### src/rtl/regfile_scoreboard.sv
// Integer register file with x0 hardwired to zero, a per-register busy scoreboard and a sequential clear sweep.
// Define REGFILE_BYPASS_EN to forward in-flight writeback data and mask busy on the read ports.
module regfile_scoreboard #(
   parameter  int XLEN  = 32,
   parameter  int NREGS = 32,
   localparam int AW    = $clog2(NREGS)
) (
   input  logic            CLK,
   input  logic            RESET,
   input  logic [AW-1:0]   RS1_ADDR,
   input  logic [AW-1:0]   RS2_ADDR,
   output logic [XLEN-1:0] RS1_DATA,
   output logic [XLEN-1:0] RS2_DATA,
   output logic            RS1_BUSY,
   output logic            RS2_BUSY,
   input  logic            WB_EN,
   input  logic [AW-1:0]   WB_ADDR,
   input  logic [XLEN-1:0] WB_DATA,
   input  logic            ISSUE_EN,
   input  logic [AW-1:0]   ISSUE_RD,
   output logic            READY
);

   typedef enum logic [0:0] {ST_CLEAR = 1'b0, ST_RUN = 1'b1} state_t;

   localparam logic [AW-1:0]   ZERO_ADDR = {AW{1'b0}};
   localparam logic [AW-1:0]   LAST_ADDR = AW'(NREGS - 1);
   localparam logic [AW-1:0]   ONE_ADDR  = AW'(1);
   localparam logic [XLEN-1:0] ZERO_DATA = {XLEN{1'b0}};

   state_t           state_r, state_s;
   logic [AW-1:0]    cnt_r, cnt_s;
   logic             ready_r, ready_s;
   logic [NREGS-1:0] busy_r, busy_s;
   logic [XLEN-1:0]  regs_r [NREGS];

   logic             run_s;
   logic             wb_ok_s;
   logic             issue_ok_s;
   logic             wr_en_s;
   logic [AW-1:0]    wr_addr_s;
   logic [XLEN-1:0]  wr_data_s;

   assign run_s      = (state_r == ST_RUN);
   assign wb_ok_s    = WB_EN && (WB_ADDR != ZERO_ADDR);
   assign issue_ok_s = ISSUE_EN && (ISSUE_RD != ZERO_ADDR);
   assign READY      = ready_r;

   // Control state: FSM, sweep counter, READY flag and busy scoreboard
   always_ff @(posedge CLK) begin
      if (RESET) begin
         state_r <= ST_CLEAR;
         cnt_r   <= ZERO_ADDR;
         ready_r <= 1'b0;
         busy_r  <= {NREGS{1'b0}};
      end else begin
         state_r <= state_s;
         cnt_r   <= cnt_s;
         ready_r <= ready_s;
         busy_r  <= busy_s;
      end
   end

   // Next-state logic and storage write selection
   always_comb begin
      state_s   = state_r;
      cnt_s     = cnt_r;
      ready_s   = ready_r;
      busy_s    = busy_r;
      wr_en_s   = 1'b0;
      wr_addr_s = cnt_r;
      wr_data_s = ZERO_DATA;
      case (state_r)
         ST_CLEAR: begin
            wr_en_s = 1'b1;
            cnt_s   = cnt_r + ONE_ADDR;
            if (cnt_r == LAST_ADDR) begin
               state_s = ST_RUN;
               ready_s = 1'b1;
            end else begin
               state_s = ST_CLEAR;
               ready_s = 1'b0;
            end
         end
         ST_RUN: begin
            wr_en_s   = wb_ok_s;
            wr_addr_s = WB_ADDR;
            wr_data_s = WB_DATA;
            // Clear first, then set: a same-edge issue is the newer producer
            busy_s[WB_ADDR]  = busy_s[WB_ADDR] & ~wb_ok_s;
            busy_s[ISSUE_RD] = busy_s[ISSUE_RD] | issue_ok_s;
         end
         default: begin
            state_s = ST_CLEAR;
            cnt_s   = ZERO_ADDR;
            ready_s = 1'b0;
         end
      endcase
   end

   // Storage array has no reset of its own; the clear sweep zeroes it
   always_ff @(posedge CLK) begin
      if (wr_en_s && !RESET) begin
         regs_r[wr_addr_s] <= wr_data_s;
      end
   end

   // Combinational read ports; x0 and the sweep read as zero and not busy
   always_comb begin
      RS1_DATA = ZERO_DATA;
      RS1_BUSY = 1'b0;
      RS2_DATA = ZERO_DATA;
      RS2_BUSY = 1'b0;
      if (run_s && (RS1_ADDR != ZERO_ADDR)) begin
`ifdef REGFILE_BYPASS_EN
         if (WB_EN && (WB_ADDR == RS1_ADDR)) begin
            RS1_DATA = WB_DATA;
            RS1_BUSY = 1'b0;
         end else begin
            RS1_DATA = regs_r[RS1_ADDR];
            RS1_BUSY = busy_r[RS1_ADDR];
         end
`else
         RS1_DATA = regs_r[RS1_ADDR];
         RS1_BUSY = busy_r[RS1_ADDR];
`endif
      end else begin
         RS1_DATA = ZERO_DATA;
         RS1_BUSY = 1'b0;
      end
      if (run_s && (RS2_ADDR != ZERO_ADDR)) begin
`ifdef REGFILE_BYPASS_EN
         if (WB_EN && (WB_ADDR == RS2_ADDR)) begin
            RS2_DATA = WB_DATA;
            RS2_BUSY = 1'b0;
         end else begin
            RS2_DATA = regs_r[RS2_ADDR];
            RS2_BUSY = busy_r[RS2_ADDR];
         end
`else
         RS2_DATA = regs_r[RS2_ADDR];
         RS2_BUSY = busy_r[RS2_ADDR];
`endif
      end else begin
         RS2_DATA = ZERO_DATA;
         RS2_BUSY = 1'b0;
      end
   end

endmodule

### config.mk
export PLATFORM = sky130hd
export DESIGN_NAME = regfile_scoreboard
export DESIGN_NICKNAME = d
export VERILOG_FILES = /design/src/rtl/regfile_scoreboard.sv
export SDC_FILE = /design/constraint.sdc
export NUM_CORES = 1
export LEC_CHECK = 0
export ABC_AREA = 1
export BUFFER_PORTS_ARGS = -buffer_cell sky130_fd_sc_hd__buf_2
export CAP_MARGIN = 10
export CORE_ASPECT_RATIO = 0.75
export CORE_MARGIN = 1.5
export CORE_UTILIZATION = 35
export DETAILED_ROUTE_END_ITERATION = 10
export GPL_ROUTABILITY_DRIVEN = 1
export HOLD_SLACK_MARGIN = 0.06
export PLACE_DENSITY = 0.48
export RECOVER_POWER = 25
export SLEW_MARGIN = 20
export SYNTH_ARGS = -nofsm -noshare
export SYNTH_HDL_FRONTEND = slang
export SYNTH_SLANG_ARGS = --single-unit
### constraint.sdc
create_clock -name CLK -period 3.2 [get_ports CLK]
set_clock_uncertainty 0.05 [all_clocks]
set_input_delay 0.16 -clock CLK [delete_from_list [all_inputs] [get_ports CLK]]
set_output_delay 0.16 -clock CLK [all_outputs]
set_load 0.02 [all_outputs]
==> flow_summary.json <==
{
  "path_class": "flop to output port",
  "cts_tree": "built",
  "drc": 0,
  "timing_hold_violations_final": 0,
  "cp-start-kind": "flop",
  "finalSetupViolations": 0,
  "ys.flop_type": "edfxtp_1",
  "synth.avg_cell_area_sq_um": 9.21,
  "p_per_area_nw_per_um2": 520,
  "viasPerCell": 6.00,
  "maxSlewViolCount": 36,
  "hold_slack_ns": 0.179,
  "htree_levels": 3,
  "ys_seq_elements": 1063,
  "cp-endpoint": "RS2_DATA[4]",
  "fin_ws_ns": 0.142,
  "crit_fanout": 2,
  "routed_wl_microns": 224000,
  "ioPinCount": 123,
  "drt_iter0_markers": 6784,
  "clkLatencyLatePin_ns": 0.75,
  "p_leak_nw": 22.3,
  "cts_buffers": 114,
  "reg2reg_depth": 4,
  "wl_per_cell_microns": 28.0,
  "yosysTopAreaCellShare_pct": 57.8,
  "clock_sink_count": 1063,
  "cts_root_buffer": "clkbuf_16",
  "min_path_type": "primary input to flop",
  "fin_setup_tns_ns": 0,
  "gp_congestion": 0.913,
  "arrival_ns": 2.85,
  "irDropWorstVdd_mv": 0.441,
  "required_ns": 2.99,
  "synth_fp_nets": 5835,
  "synth.area.top_cells": "edfxtp_1 58%, o21ai_0 11%, nor2_1 11%, o22ai_1 6.1%, clkbuf_1 3.2%",
  "rsz0062_at_grt": "false",
  "yosysSeqAreaShare_pct": 59.3,
  "cp-end-kind": "output port",
  "postLayoutCoreUtil_pct": 41.7,
  "place_ws_ns": 0.255,
  "die_h_microns": 341,
  "status": "complete, but fails checks",
  "maxSlewHeadroom_pct": -30.0,
  "die_area_sq_um": 154000,
  "critPathSlowestCell": "o32ai_1",
  "dp.cells": 7758,
  "holdCritStartpoint": "ISSUE_EN",
  "grt.total_usage_pct": 28.2,
  "final_cells": 7992,
  "violations": "capacitance limit, slew limit",
  "dr.pass1.iters": 6,
  "yosys.area.top_type": "edfxtp_1",
  "synthTopCellsByCount": "1563 x nor2_1, 1218 x o21ai_0, 1024 x edfxtp_1",
  "yosysWarningCount": 0,
  "dieWidth_microns": 453,
  "grt_pass1_vias": 44099,
  "period_share_pct": 95.5,
  "synth_area_sq_um": 53200,
  "vias": 47990,
  "gr-total-overflow": 0,
  "diodes": 0,
  "start_util_pct": 35.4,
  "fillers": 14521,
  "ant_nets": 0,
  "io_buffers": 122,
  "rows": 123,
  "grt_max_degree": 93,
  "critical_path.max_stage_delay_ns": 0.61,
  "clockBufferDepth": 3,
  "synthDistinctLibCells": 25,
  "r2r_setup_slack_ns": 0.41,
  "max_freq_mhz": 327,
  "drive_gt1_share_pct": 12.0,
  "min_period_ns": 3.06,
  "synthArstFlopShare_pct": 0,
  "crit_chain": "o21ai_0, o22ai_1, nor2_1, o32ai_1, nand2_1, a21oi_1, buf_4, buf_2",
  "startpoint": "regs_r[6][4]",
  "area_growth_pct": 17.9,
  "core_sq_um": 151000,
  "final_nets": 5950,
  "reg2reg_from": "run_s",
  "r2r_end": "regs_r[7][16]",
  "postCtsSetupBuffers": 0,
  "tightest_slew_ns": 1.95,
  "clkTransAtPathRegs_ns": 0.06,
  "synth.most_common_cell": "nor2_1",
  "synth_cells": 5777,
  "max-cap-violations": 1,
  "antenna_found_initial": 3,
  "grt_pass1_wl_microns": 319000,
  "synth-edff-count": 1024,
  "hpwl_microns": 130000
}
-- worst min path at each step --
stage,end,slack [ns],cells past startpoint
after floorplan,busy_r[0],0.40,2
after global placement,READY,0.42,2
after detailed placement,READY,0.43,2
after CTS,regs_r[11][2],0.09,4
after global routing,busy_r[21],0.19,11
final,busy_r[21],0.18,11
-- power breakdown --
part	switching, mW	internal [mW]
sequential	0.0322	15.1
combinational	2.18	1.01
clock	5.95	8.37
-- logic make-up after synthesis --
logic type / after synthesis / share of synthesized area (%)
flops: 1063 / 59.3
compound gates: 2022 / 21.2
simple gates: 2079 / 15.1
fa+ha+maj: 2 / 0.0470
buf+inv: 611 / 4.38
-- cells in the final DEF (no fill, tap or decap), types with 2 or more instances in the layout --
| cell | netlist | routed |
|---|---|---|
| clkbuf_1 | 451 | 41 |
| nand3_1 | 66 | 66 |
| clkbuf_8 | 0 | 2 |
| clkinv_2 | 0 | 16 |
| buf_4 | 8 | 226 |
| o41ai_2 | 0 | 2 |
| clkinv_8 | 0 | 3 |
| inv_1 | 116 | 111 |
| dfxtp_1 | 39 | 38 |
| o21ai_0 | 1218 | 1218 |
| buf_2 | 6 | 112 |
| nand2_1 | 383 | 383 |
| nor3_1 | 13 | 13 |
| o21ai_1 | 3 | 3 |
| clkinv_1 | 7 | 28 |
| dlygate4sd3_1 | 0 | 18 |
| inv_8 | 0 | 4 |
| edfxtp_1 | 1024 | 1024 |
| o21bai_1 | 3 | 3 |
| buf_8 | 0 | 4 |
| bufinv_16 | 0 | 21 |
| a21oi_1 | 142 | 142 |
| nor2_4 | 0 | 32 |
| clkbuf_16 | 0 | 116 |
| or2_2 | 52 | 52 |
| nor2_2 | 2 | 2 |
| clkinvlp_4 | 0 | 6 |
| nor2_1 | 1563 | 1531 |
| ha_1 | 2 | 2 |
| clkinv_4 | 0 | 5 |
| inv_6 | 0 | 4 |
| o22ai_1 | 520 | 520 |
| inv_2 | 1 | 3 |
| buf_6 | 0 | 5 |
| o32ai_1 | 132 | 132 |
| buf_12 | 0 | 100 |
-- repair_timing --
action                     CTS  global route
hold endpoints to repair   386             0
resized for setup            1             0
setup endpoints to repair    2             0
hold buffers                18             0
-- cell type report --
class | count | area [sq um] | share of cell area, %
clock buffer | 139 | 3010 | 4.80
clock inverter | 77 | 956 | 1.52
inverter | 124 | 505 | 0.806
multi-input combinational | 4103 | 19600 | 31.2
sequential | 1063 | 31500 | 50.3
tap | 2000 | 2500 | 3.99
timing repair buffer | 486 | 4640 | 7.39
-- state kept, by name, indices dropped and copies added (netlist names) --
| signal | cells |
|---|---|
| regs_r | 1024 |
| busy_r | 32 |
| cnt_r | 5 |
| READY | 1 |
| run_s | 1 |
-- metrics by stage --
stage	area, sq um	power, mW
after detailed placement	58700	18.5
after global routing	62700	33.5
after global placement	58700	18.5
final	62700	32.6
after CTS	62800	32.7
after floorplan	53200	17.2
-- metal layers --
| layer | wire length, microns | vias to the layer above | part of all wire, % | global-route usage [%] |
|---|---|---|---|---|
| met5 | 0 | - | 0 | 0 |
| met4 | 7680 | 0 | 3.4 | 9.63 |
| met3 | 21600 | 414 | 9.7 | 4.76 |
| met2 | 95000 | 2824 | 42 | 41.4 |
| met1 | 99300 | 23647 | 44 | 41.7 |
| li1 | - | 21105 | - | - |
-- worst max-delay path, delay by kind of cell (launching register included) --
| kind | cells | cell delay (ns) |
|---|---|---|
| DFF | 1 | 0.34 |
| buffers and inverters | 2 | 0.39 |
| and+or+nand+nor | 2 | 0.18 |
| AOI/OAI and AO/OA | 4 | 1.18 |
No activity file was read; power rests on OpenSTA's default activity.
